===== src/rtl/ifid_skid_buf.sv =====
// ifid_skid_buf: two-entry circular skid buffer between fetch and decode.
// Carries {pc, inst} pairs with valid/ready handshakes on both sides,
// drops in-flight entries on a redirect flush, and drives every output
// from a register (no out_ready -> in_ready combinational path).
// Optional build macro: IFID_PERF_EN adds stall_cnt/bubble_cnt counters.
module ifid_skid_buf #(
    parameter int unsigned PC_W   = 64,
    parameter int unsigned INST_W = 32
) (
    input  logic              clk,
    input  logic              reset,
    input  logic              flush,
    input  logic              in_valid,
    output logic              in_ready,
    input  logic [PC_W-1:0]   in_pc,
    input  logic [INST_W-1:0] in_inst,
    output logic              out_valid,
    input  logic              out_ready,
    output logic [PC_W-1:0]   out_pc,
    output logic [INST_W-1:0] out_inst
`ifdef IFID_PERF_EN
    ,
    output logic [63:0]       stall_cnt,
    output logic [63:0]       bubble_cnt
`endif
);

    localparam int unsigned DEPTH = 2;
    localparam int unsigned CNT_W = 2;

    logic [PC_W-1:0]   pc_q   [DEPTH];
    logic [PC_W-1:0]   pc_d   [DEPTH];
    logic [INST_W-1:0] inst_q [DEPTH];
    logic [INST_W-1:0] inst_d [DEPTH];
    logic              wr_ptr_q, wr_ptr_d;
    logic              rd_ptr_q, rd_ptr_d;
    logic [CNT_W-1:0]  count_q, count_d;
    logic              in_ready_d;
    logic              out_valid_d;
    logic [PC_W-1:0]   out_pc_d;
    logic [INST_W-1:0] out_inst_d;
    logic              push;
    logic              pop;

    assign push = in_valid & in_ready & ~flush;
    assign pop  = out_valid & out_ready & ~flush;

    // Next-state: storage, pointers, occupancy and the registered outputs.
    always_comb begin
        pc_d     = pc_q;
        inst_d   = inst_q;
        wr_ptr_d = wr_ptr_q;
        rd_ptr_d = rd_ptr_q;
        count_d  = count_q;

        if (flush) begin
            wr_ptr_d = 1'b0;
            rd_ptr_d = 1'b0;
            count_d  = CNT_W'(0);
        end else begin
            if (push) begin
                pc_d[wr_ptr_q]   = in_pc;
                inst_d[wr_ptr_q] = in_inst;
                wr_ptr_d         = ~wr_ptr_q;
            end
            if (pop) begin
                rd_ptr_d = ~rd_ptr_q;
            end
            case ({push, pop})
                2'b10:   count_d = count_q + CNT_W'(1);
                2'b01:   count_d = count_q - CNT_W'(1);
                default: count_d = count_q;
            endcase
        end

        in_ready_d  = (count_d != CNT_W'(DEPTH));
        out_valid_d = (count_d != CNT_W'(0));
        out_pc_d    = pc_d[rd_ptr_d];
        out_inst_d  = inst_d[rd_ptr_d];
    end

    // State register; reset clears storage and outputs and wins over flush.
    always_ff @(posedge clk) begin
        if (reset) begin
            for (int i = 0; i < int'(DEPTH); i++) begin
                pc_q[i]   <= '0;
                inst_q[i] <= '0;
            end
            wr_ptr_q  <= 1'b0;
            rd_ptr_q  <= 1'b0;
            count_q   <= CNT_W'(0);
            in_ready  <= 1'b1;
            out_valid <= 1'b0;
            out_pc    <= '0;
            out_inst  <= '0;
        end else begin
            pc_q      <= pc_d;
            inst_q    <= inst_d;
            wr_ptr_q  <= wr_ptr_d;
            rd_ptr_q  <= rd_ptr_d;
            count_q   <= count_d;
            in_ready  <= in_ready_d;
            out_valid <= out_valid_d;
            out_pc    <= out_pc_d;
            out_inst  <= out_inst_d;
        end
    end

`ifdef IFID_PERF_EN
    // Performance counters: cleared by reset only, free-running wrap.
    always_ff @(posedge clk) begin
        if (reset) begin
            stall_cnt  <= 64'd0;
            bubble_cnt <= 64'd0;
        end else begin
            if (in_valid & ~in_ready) begin
                stall_cnt <= stall_cnt + 64'd1;
            end
            if (out_ready & ~out_valid) begin
                bubble_cnt <= bubble_cnt + 64'd1;
            end
        end
    end
`endif

endmodule


===== config.mk =====
export PLATFORM = sky130hd
export DESIGN_NAME = ifid_skid_buf
export DESIGN_NICKNAME = d
export VERILOG_FILES = /design/src/rtl/ifid_skid_buf.sv
export SDC_FILE = /design/constraint.sdc
export NUM_CORES = 1
export LEC_CHECK = 0
export CELL_PAD_IN_SITES_DETAIL_PLACEMENT = 1
export CELL_PAD_IN_SITES_GLOBAL_PLACEMENT = 2
export CORE_MARGIN = 4
export CORE_UTILIZATION = 36
export CTS_BUF_LIST = sky130_fd_sc_hd__clkbuf_16
export DETAILED_ROUTE_END_ITERATION = 7
export GPL_TIMING_DRIVEN = 0
export PLACE_DENSITY_LB_ADDON = 0.1
export REMOVE_ABC_BUFFERS = 1
export SYNTH_ARGS = -nofsm -noshare
export SYNTH_HDL_FRONTEND = slang
export SYNTH_SLANG_ARGS = --single-unit

===== constraint.sdc =====
create_clock -name clk -period 2.31 [get_ports clk]
set_input_delay 0.462 -clock clk [delete_from_list [all_inputs] [get_ports clk]]
set_output_delay 0.462 -clock clk [all_outputs]
set_load 0.02 [all_outputs]

# == Yosys cells after proc, flatten, opt, wreduce, memory -nomap -nowiden ==
# Index checks and enable logic that the tools add are counted.
# totals
ff_bits,294
word_cells,51
# op_classes
n_addsub,2
order_cmp,3
eq_ne,3
muxes,20
bitwise_logic,9
n_reduce_logical,3
# op_table
cell,n
64-bit 2-to-1 mux,6
128-bit 2-to-1 mux,2
128-bit bitwise mux,1
32-bit 2-to-1 mux,4
64-bit bitwise mux,1
64-bit demux with 1-bit select,1
32-bit demux with 1-bit select,1
1-bit AND,4
2-bit greater-or-equal comparator (second input constant),2
1-bit NOT with 2-bit output,2
2-bit one-hot mux with 2 select lines,1
1-bit NOT,3
2-bit by 1-bit adder with 2-bit output (second input constant),1
2-bit by 1-bit == test with 1-bit output (second input constant),1
2-bit == test (second input constant),1
2-bit by 1-bit < comparator with 1-bit output (second input constant),1
1-bit 2-to-1 mux,2
2-bit 2-to-1 mux,1
2-bit inequality test (second input constant),1
2-bit nonzero test,1
2-bit OR reduction,1
2-bit by 1-bit subtractor with 2-bit output (second input constant),1
1-bit logical AND,1

# == Logic depth before layout (Yosys ltp) ==
# Gate-level depths: netlist (run 1).
# depth
word_depth,11
depth_mapped,6
ltp_nobuf,6

# == Least setup slack after synthesis (run 1) ==
# No wires, ideal clock.
# synth_timing
path_kind,input-to-reg
startpoint,input out_ready
endpoint,register out_inst[30]
arrival_ns,1.504
required_ns,2.170
slack_ns,0.666
path_stages,5
path_buffers,2
path_cell_list,and3b_1 o21ai_1 buf_4 clkbuf_1 a32oi_1
# synth_via
elab_chain_len,8
# synth_rtl
element,line,text
start: declaration,18,"input logic out_ready,"
1-bit AND (2 in a row),46,assign pop = out_valid & out_ready & ~flush;
1-bit 2-to-1 mux,66,if (pop) begin
1-bit 2-to-1 mux,56,if (flush) begin
1-bit NOT with 2-bit output (not written as such),79,out_inst_d = inst_d[rd_ptr_d];
32-bit 2-to-1 mux (not written as such) (3 in a row),79,
end signal: assignment,105,out_inst <= out_inst_d;
end: declaration,20,output logic [INST_W-1:0] out_inst
# Every way passes these cells. The select of a mux whose other input is x is not followed.
# A chain may end at the register's enable or synchronous reset.

# == Final worst setup path (run 1) ==
# layout_timing
startpoint,input out_ready
endpoint,register out_pc[14]
# layout_via
elab_chain_len,8
# layout_rtl
element,line,text
1-bit AND (2 in a row),46,
1-bit 2-to-1 mux,66,
1-bit 2-to-1 mux,56,
1-bit NOT with 2-bit output (not written as such),78,out_pc_d = pc_d[rd_ptr_d];
64-bit 2-to-1 mux (not written as such) (3 in a row),78,
end signal: assignment,104,out_pc <= out_pc_d;
end: declaration,19,"output logic [PC_W-1:0] out_pc,"
# Every way passes these cells. The select of a mux whose other input is x is not followed.

==> results.py, run 1 <==
metrics = {
    "critical_path": {
        "crit_path_start_kind": "input port",
        "path_buf_inv": 3,
        "crit_path_frequent_cell": "buf_12",
        "cp_slowest_cell": "o21ai_4",
        "worstPathCellList": "clkdlybuf4s50_1 > and3b_1 > o21ai_4 > buf_12 > buf_12 > a32oi_1",
        "critPathArrivalTime_ps": 2570,
        "endpoint_kind": "flip-flop",
        "critical_path_class": "input port to flip-flop",
        "crit_family": "buffers and inverters",
        "cp_max_fo": 29,
        "max_stage_delay_ps": 630,
        "worstPathRequired_ps": 2680,
    },
    "global_route": {
        "grt_max_degree": 185,
        "grt_pass1_vias": 8278,
        "grt_pass1_wl_um": 44900,
        "overflow": 0,
        "grtUsageTotal_pct": 16.4,
        "antenna_found_initial": 0,
    },
    "layout": {
        "drive_gt1_share_pct": 8.66,
        "final_core_util_pct": 49.2,
        "final_cells": 1574,
        "syn_to_final_growth_pct": 33.8,
        "layout_common_cells": "294 x dfxtp_1, 196 x clkdlybuf4s50_1, 99 x nor2_1",
        "layout_commonest_cell": "dfxtp_1",
        "regArea_um2": 5890,
        "nFillCells": 3070,
        "multiInputGateArea_um2": 4320,
        "nNetsFinal": 1266,
    },
    "synthesis": {
        "synth_area_leader_cell": "dfxtp_1",
        "synth.top_cell.area_share_pct": 55.4,
        "synth_cells": 983,
        "syn_area_um2": 10600,
        "synth.top_cells.by_area": "dfxtp_1 55%, mux2i_1 9.1%, a32oi_1 7.9%, nand3b_1 6.9%, or3b_1 6.2%",
        "synth_cell_types": 31,
        "synth.ff_latch_count": 294,
        "seq_area_frac_synth_pct": 55.4,
        "avgSynthCellArea_um2": 10.8,
        "ys_warn_count": 0,
    },
    "pwr": {
        "pwr-share-seq_pct": 46.2,
        "p_comb_share_pct": 9.1,
        "p_leak_nw": 6.26,
        "irDropWorstVdd_mv": 0.526,
        "powerDensity_nw_per_um2": 811,
        "internal_power_mw": 8.90,
        "swShare_pct": 22.8,
        "switchingPower_mw": 2.63,
        "clockPowerShare_pct": 44.8,
    },
    "route": {
        "viasPerCell": 5.04,
        "drt-initial-drc-count": 367,
        "dr.pass1.iters": 4,
        "wire_per_inst_um": 17.8,
        "drc": 0,
        "wl_um": 28100,
        "antenna_left": 0,
        "vias": 7939,
    },
    "die": {
        "rows": 62,
        "start_util_pct": 36.8,
        "die_y_um": 180,
        "fp.dieW_um": 180,
        "coreArea_um2": 28900,
        "dieArea_um2": 32300,
        "ioPinCount": 199,
    },
    "run": {
        "cap_violations": 0,
    },
    "timing": {
        "tightest_slew_ps": 751,
        "timing_hold_violations_final": 0,
        "whs_ps": 406,
        "fmax_mhz": 454,
        "relSlewSlack_pct": 49.9,
        "slew_viol_final": 0,
        "setup_tns_ps": 0,
        "setup_violations": 0,
        "skew_ps": 7.72,
        "fin_crit_ps": 2200,
        "period_share_pct": 95.4,
        "grt_setup_unrepaired": "no",
    },
    "min_path": {
        "hp-class": "input port to flip-flop",
    },
    "clock_network": {
        "cts_tree": "built",
        "cts_root_buf": "clkbuf_16",
        "cts-buffers-inserted": 34,
        "htree_levels": 2,
        "cts.sinks": 294,
        "clk_path_buf_depth": 3,
        "cts.clk_slew.worst_paths_ps": 50,
        "worstSkewPairLatency_ps": 500,
    },
    "place": {
        "portBuffers": 198,
        "dp_cells": 1506,
        "dp_hpwl_um": 17400,
        "gp_congestion": 0.693,
    },
    "status": {
        "outcome": "complete, no violations",
    },
}
## area by class of cell
cell class / count / area share, %
sequential: 294 / 41.4
multi-input combinational: 604 / 30.4
timing repair buffer: 228 / 17.1
clock buffer: 37 / 6.52
tap: 384 / 3.38
clock inverter: 24 / 1.07
inverter: 2 / 0.0528
antenna: 1 / 0.0176
## power groups by stage
| stage | logic, mW | clock network, mW | registers, mW |
|---|---|---|---|
| 2_1_floorplan | 0.317 | 0 | 5.56 |
| 3_3_place_gp | 1.04 | 0 | 5.43 |
| 3_5_place_dp | 1.04 | 0 | 5.43 |
| 4_1_cts | 1.05 | 5.34 | 5.32 |
| 5_1_grt | 1.13 | 5.55 | 5.34 |
| 6_report | 1.04 | 5.16 | 5.32 |
## path summary, 6_finish.rpt
path                endpoint  cells after the start  slack (ps)  startpoint
setup / recovery  out_pc[14]                      6         110   out_ready
hold / removal      pc_q[39]                      2         410       reset
setup reg to reg  out_pc[14]                      5         220   out_valid
hold reg to reg   inst_q[30]                      2         490  inst_q[30]
## synth_stat cells
cell type / instances
or3b_1: 75
mux2i_1: 96
ha_1: 1
o21ai_1: 1
xor2_1: 1
a22o_1: 1
o21ai_0: 1
a21boi_0: 1
a211oi_1: 1
nor4bb_4: 1
inv_1: 2
dfxtp_1: 294
buf_6: 12
o21ba_2: 1
xnor2_1: 2
nand3b_1: 97
buf_2: 11
or2_2: 1
a21oi_1: 1
buf_1: 4
nor2_1: 99
or3b_2: 21
and3b_1: 1
clkbuf_1: 52
or3_1: 1
nor2b_1: 3
buf_4: 6
nand4b_1: 1
nand2_1: 98
a32oi_1: 96
nor3_1: 1
## registers in the layout (all words and copies together) (netlist names)
| register | cells |
|---|---|
| wr_ptr_q | 1 |
| out_pc | 64 |
| out_inst | 32 |
| inst_q | 64 |
| pc_q | 128 |
| in_ready | 1 |
| rd_ptr_q | 1 |
| out_valid | 1 |
| count_q | 2 |
## per-layer routing
metal  part of all wire, %  track usage (%)  up-vias
met4                   2.1             4.27        0
li1                      -                -     3900
met3                   5.3             4.47       39
met1                    46             21.4     3845
met5                     0                0        -
met2                    47             27.2      155
## logic make-up (layout without fill, tap and decap cells)
family / after synthesis / in the layout / share of synthesized area [%]
AOI/OAI and AO/OA: 103 / 105 / 8.38
xor gates and xnor gates: 3 / 3 / 0.248
adders and majority gates: 1 / 1 / 0.118
buffers and inverters: 87 / 291 / 4.27
DFF: 294 / 294 / 55.4
muxes: 96 / 96 / 9.05
other: 0 / 1 / 0
and+or+nand+nor: 399 / 399 / 22.5
## stage by stage
stage          power [mW]  instance area (um2)  setup WS, ps
2_1_floorplan        5.87                10200         -3600
3_3_place_gp         6.47                12600        -11670
3_5_place_dp         6.48                13100          -949
4_1_cts              11.7                14200          27.8
5_1_grt              12.0                14200          45.3
6_report             11.5                14200           107
## timing repair
item,in CTS,in global routing
hold buffers,0,0
resized for setup,0,3
setup buffers,4,0
pin swaps,1,2
gates cloned,0,2
setup endpoints to repair,154,52
## worst reg2reg max path, cell delays in order (launching register included)
cell	delay [ps]
dfxtp_1	330
and3b_1	330
o21ai_4	640
buf_12	280
buf_12	230
a32oi_1	160
Note: power is estimated with default switching activity, not from simulation.
==> run 2: changes to the inputs <==
ABC_CLOCK_PERIOD_IN_PS = 2310   (was unset)
==> results of run 2 <==
Same layout as run 1: the final DEF is identical, and so are final timing and power.
==> run 3: changes to the inputs <==
ABC_AREA = 1   (was unset)
CORE_UTILIZATION = 31   (was 36)
CTS_CLUSTER_DIAMETER = 100   (was unset)
==> run 3 against run 2 <==
Effect of this change: clock skew increased by 10 ps; synthesized cell count is 110% higher; combinational power is 36% higher; area after synthesis rose by 23%; sequential power grew 0.8%; worst hold slack improved by 24 ps; utilization down 8.5 points; via count rose by 63%; total power is 6.6% higher; critical path depth is 4 higher; critical path type unchanged; largest cell class is now multi-input gates; largest power group is now the clock network.
==> results.py, run 3 <==
metrics = {
    "layout": {
        "design_area_um2": 16800,
        "nFillCells": 5323,
        "syn_to_final_growth_pct": 29.0,
        "largestRegisters": "pc_q x128, inst_q x64, out_pc x64",
        "layout_common_cells": "1,258 x nand2_1, 292 x dfxtp_1, 195 x clkdlybuf4s50_1",
        "nNetsFinal": 2324,
        "largest_reg_flops": 128,
        "drive_gt1_share_pct": 3.47,
        "layout_commonest_cell": "nand2_1",
        "largest-register": "pc_q",
    },
    "die": {
        "rows": 74,
        "ioPinCount": 199,
        "coreArea_um2": 41200,
        "dieArea_um2": 45300,
        "die_y_um": 213,
        "start_util_pct": 31.6,
        "fp.dieW_um": 213,
    },
    "route": {
        "dr.pass1.iters": 6,
        "wl_um": 43600,
        "wire_per_inst_um": 15.7,
        "vias": 12900,
        "drc": 0,
        "drt-initial-drc-count": 578,
        "antenna_left": 0,
        "viasPerCell": 4.64,
    },
    "clock_network": {
        "cts.sinks": 294,
        "cts_tree": "built",
        "worstSkewPairLatency_ps": 550,
        "ctsHoldBuffers": 0,
        "clk_path_buf_depth": 3,
        "cts-buffers-inserted": 37,
        "cts.clk_slew.worst_paths_ps": 60,
        "cts_root_buf": "clkbuf_16",
        "htree_levels": 2,
    },
    "timing": {
        "setup_violations": 0,
        "relSlewSlack_pct": 51.5,
        "skew_ps": 18.2,
        "tightest_slew_ps": 727,
        "fin_crit_ps": 2140,
        "setup_tns_ps": 0,
        "timing_hold_violations_final": 0,
        "period_share_pct": 92.8,
        "grt_setup_unrepaired": "no",
        "slew_viol_final": 0,
        "fmax_mhz": 466,
    },
    "global_route": {
        "met2_usage_pct": 33.5,
        "grt_max_degree": 74,
        "grt_pass1_wl_um": 69700,
        "grtUsageTotal_pct": 19.1,
        "grt.busiest_layer": "met2",
        "use_met1_pct": 24.0,
        "overflow": 0,
        "met3_usage_pct": 4.13,
        "antenna_found_initial": 3,
        "grt_pass1_vias": 13300,
    },
    "place": {
        "dp_hpwl_um": 25600,
        "portBuffers": 198,
        "placed_cell_area_um2": 15500,
        "gp_congestion": 0.700,
    },
    "synthesis": {
        "synthArstFlopShare_pct": 0,
        "synth_cell_types": 16,
        "synth_cells": 2088,
        "synth.most_common_cell": "nand2_1",
        "synth.top_cells.by_area": "dfxtp_1 45%, nand2_1 36%, a21oi_1 7.5%, buf_2 3.2%, inv_1 3.0%",
        "dominantRegCellSynth": "dfxtp_1",
        "avgSynthCellArea_um2": 6.23,
        "synth.ff_latch_count": 294,
        "synth-edff-count": 0,
        "ys_warn_count": 0,
        "synth_top_cells_by_count": "1,259 x nand2_1, 294 x dfxtp_1, 194 x a21oi_1",
        "synth.top_cell.area_share_pct": 45.2,
        "seq_area_frac_synth_pct": 45.2,
        "synth_area_leader_cell": "dfxtp_1",
        "syn_area_um2": 13000,
    },
    "status": {
        "outcome": "complete, no violations",
    },
    "critical_path": {
        "crit_start": "flush",
        "crit_path_start_kind": "input port",
        "worstPathRequired_ps": 2730,
        "critical_path_class": "input port to flip-flop",
        "cp_max_fo": 33,
        "rrSetupSlack_ps": 230,
        "timing.rr.start": "wr_ptr_q",
        "critPathArrivalTime_ps": 2570,
        "endpoint_kind": "flip-flop",
    },
    "pwr": {
        "irDropWorstVdd_mv": 0.501,
        "p_leak_nw": 8.89,
        "powerDensity_nw_per_um2": 733,
        "power.total_mw": 12.3,
    },
    "min_path": {
        "hp-class": "input port to flip-flop",
        "min_from": "reset",
    },
    "run": {
        "cap_violations": 0,
    },
}
run 3: cell types whose count changed after synthesis, moves of 3 or more:
cell	previous run	this run
nand3_1	0	5
mux2i_1	96	0
a21oi_1	1	194
a32oi_1	96	0
nand2_1	98	1259
or3b_2	21	0
buf_2	11	84
or3b_1	75	0
nor2b_1	3	0
clkbuf_1	52	36
nand3b_1	97	0
inv_1	2	104
buf_6	12	0
buf_1	4	0
run 3: critical path, cell delays in order:
cell and delay, ps:
dlygate4sd2_1 370, inv_1 250, nand3_4 460, ha_1 500
inv_1 100, nand3_1 80, nand2_1 60, nand2_1 70
nor2_1 150, nand2_1 70
run 3: power breakdown:
group	internal [mW]	switching [mW]
Sequential	5.27	0.0882
Combinational	0.586	0.824
Clock	3.25	2.27
Total	9.11	3.19
run 3: what timing repair did:
item,CTS,global route
setup endpoints to repair,204,106
setup buffers,2,1
pin swaps,0,1
gates cloned,1,1
gates resized for setup,6,4
run 3: final cells by class:
class / instances / area [um2] / share of cell area (%)
Clock buffer: 39 / 976 / 5.82
Clock inverter: 27 / 163 / 0.969
Tap cell: 532 / 666 / 3.97
Sequential cell: 294 / 5890 / 35.1
Multi-Input combinational cell: 1564 / 6190 / 36.9
Timing Repair Buffer: 219 / 2480 / 14.8
Antenna cell: 2 / 5.00 / 0.0298
Inverter: 106 / 419 / 2.50
run 3: worst paths after layout:
check          endpoint  depth (start not counted)
max            in_ready                         10
min           inst_q[9]                          2
max reg2reg  out_pc[31]                          9
min reg2reg    pc_q[24]                          2
run 3: metrics by stage:
step	cells	hold WS, ps	setup slack [ps]	util [%]
after CTS	2779	414	1.50	40.7
after detailed placement	2710	482	-677	37.7
after global placement	2693	474	-12430	36.6
after floorplan	1963	461	-4800	-
after global routing	2782	458	32.4	40.7
final	2783	430	166	40.7
run 3: cells by family (layout without fill, tap and decap cells):
logic type	after synthesis	in the layout	share of synthesized area [%]
AO/OA/AOI/OAI	195	195	7.50
adder cells (fa/ha/maj)	1	1	0.0961
buffers and inverters	231	391	7.61
flip-flops	294	294	45.2
other	0	2	0
AND/OR/NAND/NOR	1367	1368	39.6
run 3: metal layers:
layer | vias to the layer above | share of wire, %
met5 | - | 0.039
met1 | 6110 | 45
met3 | 44 | 4.7
met2 | 163 | 48
met4 | 2 | 1.7
li1 | 6587 | -
